==> src/rtl/rob_pkg.sv <==
// ----------------------------------------------------------------------------
// rob_pkg
// Shared types for the reorder buffer slice.
//   ROB_XLEN_MAX  : widest datapath supported by rob_entry_t. The top slices
//                   its XLEN bits out of these fields, so XLEN must be <= 64.
//   instr_type_e  : 3-bit instruction class carried through the ROB.
//   exception_e   : 3-bit exception code; EXC_NONE (0) means a clean result.
//   rob_entry_t   : one ROB slot (valid, complete, PC, miss address, value,
//                   destination register, exception, instruction type).
//   has_exception : true when an exception code is anything but EXC_NONE.
// ----------------------------------------------------------------------------
package rob_pkg;

    localparam int ROB_XLEN_MAX = 64;

    typedef enum logic [2:0] {
        IT_ALU    = 3'd0,
        IT_LOAD   = 3'd1,
        IT_STORE  = 3'd2,
        IT_BRANCH = 3'd3,
        IT_JUMP   = 3'd4,
        IT_CSR    = 3'd5,
        IT_FENCE  = 3'd6,
        IT_SYSTEM = 3'd7
    } instr_type_e;

    typedef enum logic [2:0] {
        EXC_NONE     = 3'd0,
        EXC_MISALIGN = 3'd1,
        EXC_ACCESS   = 3'd2,
        EXC_ILLEGAL  = 3'd3,
        EXC_BREAK    = 3'd4,
        EXC_ECALL    = 3'd5,
        EXC_PAGE     = 3'd6,
        EXC_OTHER    = 3'd7
    } exception_e;

    typedef struct packed {
        logic                    valid;
        logic                    complete;
        logic [ROB_XLEN_MAX-1:0] pc;
        logic [ROB_XLEN_MAX-1:0] miss_addr;
        logic [ROB_XLEN_MAX-1:0] value;
        logic [4:0]              rd;
        logic [2:0]              exception;
        logic [2:0]              instr_type;
    } rob_entry_t;

    function automatic logic has_exception(input logic [2:0] exc);
        return exc != EXC_NONE;
    endfunction

endpackage

==> src/rtl/rob_ptr_wrap.sv <==
// ----------------------------------------------------------------------------
// rob_ptr_wrap
// Increment-with-wrap for a ring pointer whose size need not be a power of
// two: SIZE-1 wraps back to 0.
//   ptr      in  W  current pointer (0..SIZE-1)
//   ptr_next out W  ptr+1, or 0 when ptr is the last slot
// ----------------------------------------------------------------------------
module rob_ptr_wrap #(
    parameter int SIZE = 10,
    parameter int W    = $clog2(SIZE)
) (
    input  logic [W-1:0] ptr,
    output logic [W-1:0] ptr_next
);

    assign ptr_next = (ptr == W'(SIZE - 1)) ? '0 : ptr + 1'b1;

endmodule

==> src/rtl/reorder_buffer_mc.sv <==
// ----------------------------------------------------------------------------
// reorder_buffer_mc
// Circular reorder buffer with NUM_CPL completion ports and a zero-latency
// commit from the head entry. A committing head with a nonzero exception
// raises out_flush and empties the whole buffer on the next edge.
//
// Optional feature (macro ROB_DUAL_COMMIT_EN): commit slot 1 retires head+1
// in the same cycle as slot 0 when both are clean and complete. Without the
// macro slot 1 is tied off and at most one entry retires per cycle.
//
// Ports
//   clk, reset_n                    clock, async active-low reset
//   in_allocate, in_PC, in_addr_miss, in_rd, in_instr_type
//                                   tail allocation request and payload
//   in_complete[*], in_complete_idx[*], in_complete_value[*], in_exception[*]
//                                   completion ports; highest port wins
//   in_stall                        holds off commit this cycle
//   out_alloc_idx, out_alloc_ok     tail index / allocation accepted
//   out_full, out_empty, out_count  occupancy (from registered state)
//   out_ready[1:0] + payloads       commit slots 0 and 1, zero when not ready
//   out_flush                       head commits with an exception
// ----------------------------------------------------------------------------
module reorder_buffer_mc
    import rob_pkg::*;
#(
    parameter int  ROB_SIZE = 10,
    parameter int  NUM_CPL  = 2,
    parameter int  XLEN     = 32,
    localparam int IDX_W    = $clog2(ROB_SIZE),
    localparam int CNT_W    = $clog2(ROB_SIZE + 1)
) (
    input  logic                            clk,
    input  logic                            reset_n,
    input  logic                            in_allocate,
    input  logic [XLEN-1:0]                 in_PC,
    input  logic [XLEN-1:0]                 in_addr_miss,
    input  logic [4:0]                      in_rd,
    input  logic [2:0]                      in_instr_type,
    input  logic [NUM_CPL-1:0]              in_complete,
    input  logic [NUM_CPL-1:0][IDX_W-1:0]   in_complete_idx,
    input  logic [NUM_CPL-1:0][XLEN-1:0]    in_complete_value,
    input  logic [NUM_CPL-1:0][2:0]         in_exception,
    input  logic                            in_stall,
    output logic [IDX_W-1:0]                out_alloc_idx,
    output logic                            out_alloc_ok,
    output logic                            out_full,
    output logic                            out_empty,
    output logic [CNT_W-1:0]                out_count,
    output logic [1:0]                      out_ready,
    output logic [1:0][XLEN-1:0]            out_value,
    output logic [1:0][XLEN-1:0]            out_PC,
    output logic [1:0][XLEN-1:0]            out_miss_addr,
    output logic [1:0][4:0]                 out_rd,
    output logic [1:0][2:0]                 out_exception,
    output logic [1:0][2:0]                 out_instr_type,
    output logic                            out_flush
);

    rob_entry_t         entries [ROB_SIZE];
    rob_entry_t         head_e;
    rob_entry_t         head1_e;
    rob_entry_t         new_entry;
    logic [IDX_W-1:0]   head;
    logic [IDX_W-1:0]   head1;
    logic [IDX_W-1:0]   tail;
    logic [IDX_W-1:0]   tail_next;
    logic [IDX_W-1:0]   head_adv;
    logic [CNT_W-1:0]   count;
    logic [NUM_CPL-1:0] cpl_hit;
    logic               commit0;
    logic               commit1;
    logic               flush;
    logic               alloc_ok;
    logic               unused_entry_bits;

    rob_ptr_wrap #(.SIZE(ROB_SIZE), .W(IDX_W)) u_head_wrap (
        .ptr      (head),
        .ptr_next (head1)
    );

    rob_ptr_wrap #(.SIZE(ROB_SIZE), .W(IDX_W)) u_tail_wrap (
        .ptr      (tail),
        .ptr_next (tail_next)
    );

`ifdef ROB_DUAL_COMMIT_EN
    logic [IDX_W-1:0] head2;

    rob_ptr_wrap #(.SIZE(ROB_SIZE), .W(IDX_W)) u_head1_wrap (
        .ptr      (head1),
        .ptr_next (head2)
    );

    assign head_adv = commit1 ? head2 : head1;
`else
    assign head_adv = head1;
`endif

    // Commit, flush and allocation decisions all look at pre-edge state, so
    // a completion arriving this cycle cannot make its entry commit until
    // the following cycle. Gating with reset_n keeps every output quiet
    // while reset is held, independent of the inputs.
    always_comb begin
        head_e  = entries[head];
        head1_e = entries[head1];
        commit0 = reset_n & head_e.valid & head_e.complete & ~in_stall;
        flush   = commit0 & has_exception(head_e.exception);
`ifdef ROB_DUAL_COMMIT_EN
        commit1 = commit0 & ~flush & head1_e.valid & head1_e.complete &
                  ~has_exception(head1_e.exception);
`else
        commit1 = 1'b0;
`endif
        alloc_ok = reset_n & in_allocate & ~out_full & ~flush;

        // Completion indices past the last slot or at free slots are dropped.
        for (int p = 0; p < NUM_CPL; p++) begin
            cpl_hit[p] = in_complete[p] && (32'(in_complete_idx[p]) < ROB_SIZE) &&
                         entries[in_complete_idx[p]].valid;
        end

        new_entry            = '0;
        new_entry.valid      = 1'b1;
        new_entry.pc         = ROB_XLEN_MAX'(in_PC);
        new_entry.miss_addr  = ROB_XLEN_MAX'(in_addr_miss);
        new_entry.rd         = in_rd;
        new_entry.instr_type = in_instr_type;
    end

    // Commit slot outputs are forced to zero whenever the slot is not ready.
    always_comb begin
        out_ready         = {commit1, commit0};
        out_value[0]      = commit0 ? head_e.value[XLEN-1:0]      : '0;
        out_PC[0]         = commit0 ? head_e.pc[XLEN-1:0]         : '0;
        out_miss_addr[0]  = commit0 ? head_e.miss_addr[XLEN-1:0]  : '0;
        out_rd[0]         = commit0 ? head_e.rd                   : '0;
        out_exception[0]  = commit0 ? head_e.exception            : '0;
        out_instr_type[0] = commit0 ? head_e.instr_type           : '0;
        out_value[1]      = commit1 ? head1_e.value[XLEN-1:0]     : '0;
        out_PC[1]         = commit1 ? head1_e.pc[XLEN-1:0]        : '0;
        out_miss_addr[1]  = commit1 ? head1_e.miss_addr[XLEN-1:0] : '0;
        out_rd[1]         = commit1 ? head1_e.rd                  : '0;
        out_exception[1]  = commit1 ? head1_e.exception           : '0;
        out_instr_type[1] = commit1 ? head1_e.instr_type          : '0;
    end

    assign out_flush     = flush;
    assign out_alloc_ok  = alloc_ok;
    assign out_alloc_idx = tail;
    assign out_count     = count;
    assign out_full      = (count == CNT_W'(ROB_SIZE));
    assign out_empty     = (count == '0);

    // Upper bits of the wide package fields are never read when XLEN < 64.
    assign unused_entry_bits = ^{head_e, head1_e};

    // Completion writes come first and in ascending port order so the
    // highest-numbered port targeting an index is the one that sticks.
    // Commit clears valid afterwards, which is harmless for completions
    // landing on an entry that is retiring in the same cycle.
    always_ff @(posedge clk or negedge reset_n) begin
        if (!reset_n) begin
            head  <= '0;
            tail  <= '0;
            count <= '0;
            for (int i = 0; i < ROB_SIZE; i++) begin
                entries[i] <= '0;
            end
        end else if (flush) begin
            head  <= '0;
            tail  <= '0;
            count <= '0;
            for (int i = 0; i < ROB_SIZE; i++) begin
                entries[i].valid <= 1'b0;
            end
        end else begin
            for (int p = 0; p < NUM_CPL; p++) begin
                if (cpl_hit[p]) begin
                    entries[in_complete_idx[p]].complete  <= 1'b1;
                    entries[in_complete_idx[p]].value     <= ROB_XLEN_MAX'(in_complete_value[p]);
                    entries[in_complete_idx[p]].exception <= in_exception[p];
                end
            end
            if (alloc_ok) begin
                entries[tail] <= new_entry;
                tail          <= tail_next;
            end
            if (commit0) begin
                entries[head].valid <= 1'b0;
                head                <= head_adv;
            end
            if (commit1) begin
                entries[head1].valid <= 1'b0;
            end
            count <= count + CNT_W'(alloc_ok) - CNT_W'(commit0) - CNT_W'(commit1);
        end
    end

endmodule

==> config.mk <==
export PLATFORM = sky130hd
export DESIGN_NAME = reorder_buffer_mc
export DESIGN_NICKNAME = d
export VERILOG_FILES = /design/src/rtl/rob_pkg.sv /design/src/rtl/rob_ptr_wrap.sv /design/src/rtl/reorder_buffer_mc.sv
export SDC_FILE = /design/constraint.sdc
export NUM_CORES = 2
export LEC_CHECK = 0
export CORE_MARGIN = 2
export CORE_UTILIZATION = 60
export CTS_CLUSTER_DIAMETER = 40
export CTS_CLUSTER_SIZE = 16
export DETAILED_ROUTE_END_ITERATION = 10
export PLACE_DENSITY = 0.87
export SKIP_CTS_REPAIR_TIMING = 1
export SLEW_MARGIN = 20
export SYNTH_ARGS = -nofsm -noshare
export SYNTH_HDL_FRONTEND = slang
export SYNTH_SLANG_ARGS = --single-unit
==> constraint.sdc <==
create_clock -name clk -period 3.7 [get_ports clk]
set_input_delay 0.925 -clock clk [delete_from_list [all_inputs] [get_ports clk]]
set_output_delay 0.925 -clock clk [all_outputs]
set_load 0.03 [all_outputs]
==> reports/metrics.cfg <==
[run_status]
status=finished, violations left
violations=negative setup slack

[global_route]
grt_max_degree=202
grt_pass1_wl_um=267000
grt-ovfl-total=0
grt.total_usage_pct=36.9
grt_pass1_vias=44700
antenna_found_initial=22

[floorplanning]
die_y_um=308
rows=111
core_area_um2=91800
initial_core_util_pct=60.5
die_w_um=308
num_io_pins=384
die-area_um2=95100

[clocking]
cts_tree=yes
clock_path_buffers=3
root_buffer=clkbuf_16
cts_num_sinks=1102
cts-htree-levels=4
clk-insertion-delay-late_ns=0.80
path_clk_slew_ns=0.06
numCtsBuffers=144

[setup_path]
critPathSlowestCell=a222oi_1
reg2reg_depth=12
cp_max_fo=11
crit_family=compound AO/OA/AOI/OAI gates
cp-start-kind=flop
r2r_slack_ns=-0.03
crit_buf_inv=4
path_class=flop to output port
crit_path_frequent_cell=buf_12
cp.required_ns=2.77
critical_path_arrival_ns=3.56
timing.rr.start=head[0]$_DFFE_PN0P_
max_stage_delay_ns=0.88
path_cells=buf_12 > buf_12 > buf_16 > mux4_2 > a222oi_1 > a211oi_2 > buf_4
worstSetupEndpointType=output port

[synth]
synthTopCellsByArea=dfrtp_1, mux2_2, mux4_2, o221ai_1, a2bb2oi_1
ys_async_sr_fraction_pct=100
avgSynthCellArea_um2=13.2
synth-seq-area-share_pct=49.6
netlist_instances=4209
netlist_area_um2=55600
synth.distinct_cells=61
yosysTopAreaCell=dfrtp_1
yosysTopAreaCellShare_pct=49.6
synth.most_common_cell=dfrtp_1
ys_warn_count=0
ys_top_cells_by_count=dfrtp_1, mux2_2, o221ai_1, nor2_1, a2bb2oi_1
ys_seq_elements=1102
synth_ff_type=dfrtp_1
synth_edf_count=0

[timing]
relSlewSlack_pct=27.3
grt_setup_unrepaired=yes
hold_viol_final=0
drv_slew=0
skew_ns=0.0504
setup_viol=122
tightest_slew_ns=1.09
setup_slack_ns=-0.786
fin_crit_ns=4.49
fin_crit_sh_pct=121
fmax_mhz=223

[placement]
io_buffers=275
dp.cells=5539
place.gp.congestion=0.952
dp_slack_ns=-0.436
dp_hpwl_um=97900

[routing]
drc=0
detail-route-antenna-nets=0
drt_wl_total_um=200000
drt-initial-drc-count=6819
vias_per_cell=7.48
drt_pass1_iterations=8
via_count=44300
routedWlPerCell_um=33.9

[final_layout]
finalNetCount=4701
fill_cells=4965
area_growth_pct=22.1
multi_input_area_um2=26000
seqCellArea_um2=27600
fin_cells=5915
drive_gt1_share_pct=41.2

[pwr]
p_per_area_nw_per_um2=725
ir_drop_mv=0.606
p_leak_nw=29.3

[job]
max_cap_violations=0

[worst_hold_path]
hold_path_class=input pin to async pin

## stage by stage
step / TNS, ns / util, % / instance area (um^2) / hold slack, ns / power, mW
after detailed placement: -13.21 / 65.6 / 60300 / 0.477 / 31.8
final: -39.83 / 73.9 / 67900 / 0.468 / 49.2
after global routing: -44.47 / 73.9 / 67900 / 0.512 / 50.7
after CTS: -50.43 / 71.5 / 65600 / 0.501 / 47.7
after floorplan: 0 / - / 56000 / 0.453 / 28.7
after global placement: -9.71 / 65.6 / 60300 / 0.463 / 30.7
## cell type report
type,count,share of cell area [%]
Clock buffer,162,5.60
Timing Repair Buffer,631,10.7
Multi-Input combinational cell,2642,38.3
Tap cell,1243,2.29
Antenna cell,13,0.0479
Clock inverter,105,2.27
Inverter,17,0.105
Sequential cell,1102,40.6
## cells by family (layout without fill, tap and decap cells)
family                     Yosys count  count (layout)  share of synthesized area [%]
buffers and inverters              572             915                           5.76
xor gates and xnor gates             5               5                         0.0788
DFF                               1102            1102                           49.6
and+or+nand+nor                    454             454                           3.48
muxes                             1104            1104                           26.3
AOI/OAI and AO/OA                  964             964                           14.6
other                                1             121                        0.00675
adders and majority gates            7               7                          0.171
## routing by layer
metal	GRT usage, %	routed length, um	up-vias
li1	-	-	16700
met1	44.9	64500	22000
met2	57.7	91600	4178
met3	10.8	27000	1432
met4	24.2	17100	20
met5	0	122	-
## worst reg2reg max path, delay by kind of cell (launching register included)
family,cells,cell delay (ns)
muxes,2,0.64
buffers and inverters,6,1.52
DFF,1,0.49
AOI/OAI and AO/OA,4,0.96
## cells in the final DEF (no fill, tap or decap), types with 52 or more instances in the layout
| master | count |
|---|---|
| mux4_2 | 209 |
| mux2_2 | 755 |
| mux2i_1 | 135 |
| nand2_1 | 62 |
| a21oi_1 | 85 |
| buf_4 | 291 |
| dfrtp_1 | 1098 |
| buf_12 | 102 |
| clkdlybuf4s50_1 | 164 |
| nor2_1 | 243 |
| clkbuf_16 | 167 |
| conb_1 | 108 |
| o21ai_0 | 52 |
| o221ai_1 | 280 |
| a2bb2oi_2 | 55 |
| a2bb2oi_1 | 232 |
## power breakdown
group          total [mW]  internal [mW]  switching (mW)
Clock                15.6           9.23            6.38
Sequential           21.7           17.6            4.08
Combinational        11.9           7.05            4.88
## how the worst max path moves through the flow
stage / cells after the start / from / slack, ns / end
2_1_floorplan: 8 / head[1]$_DFFE_PN0P_ / 0.04 / out_instr_type[0]
3_3_place_gp: 10 / in_stall / -0.47 / out_exception[1]
3_5_place_dp: 10 / in_stall / -0.44 / out_exception[1]
4_1_cts: 8 / head[0]$_DFFE_PN0P_ / -0.83 / out_exception[1]
5_1_grt: 7 / head[1]$_DFFE_PN0P_ / -0.91 / out_PC[14]
6_report: 7 / head[1]$_DFFE_PN0P_ / -0.79 / out_PC[14]
Power figures use the tool's default switching activity.
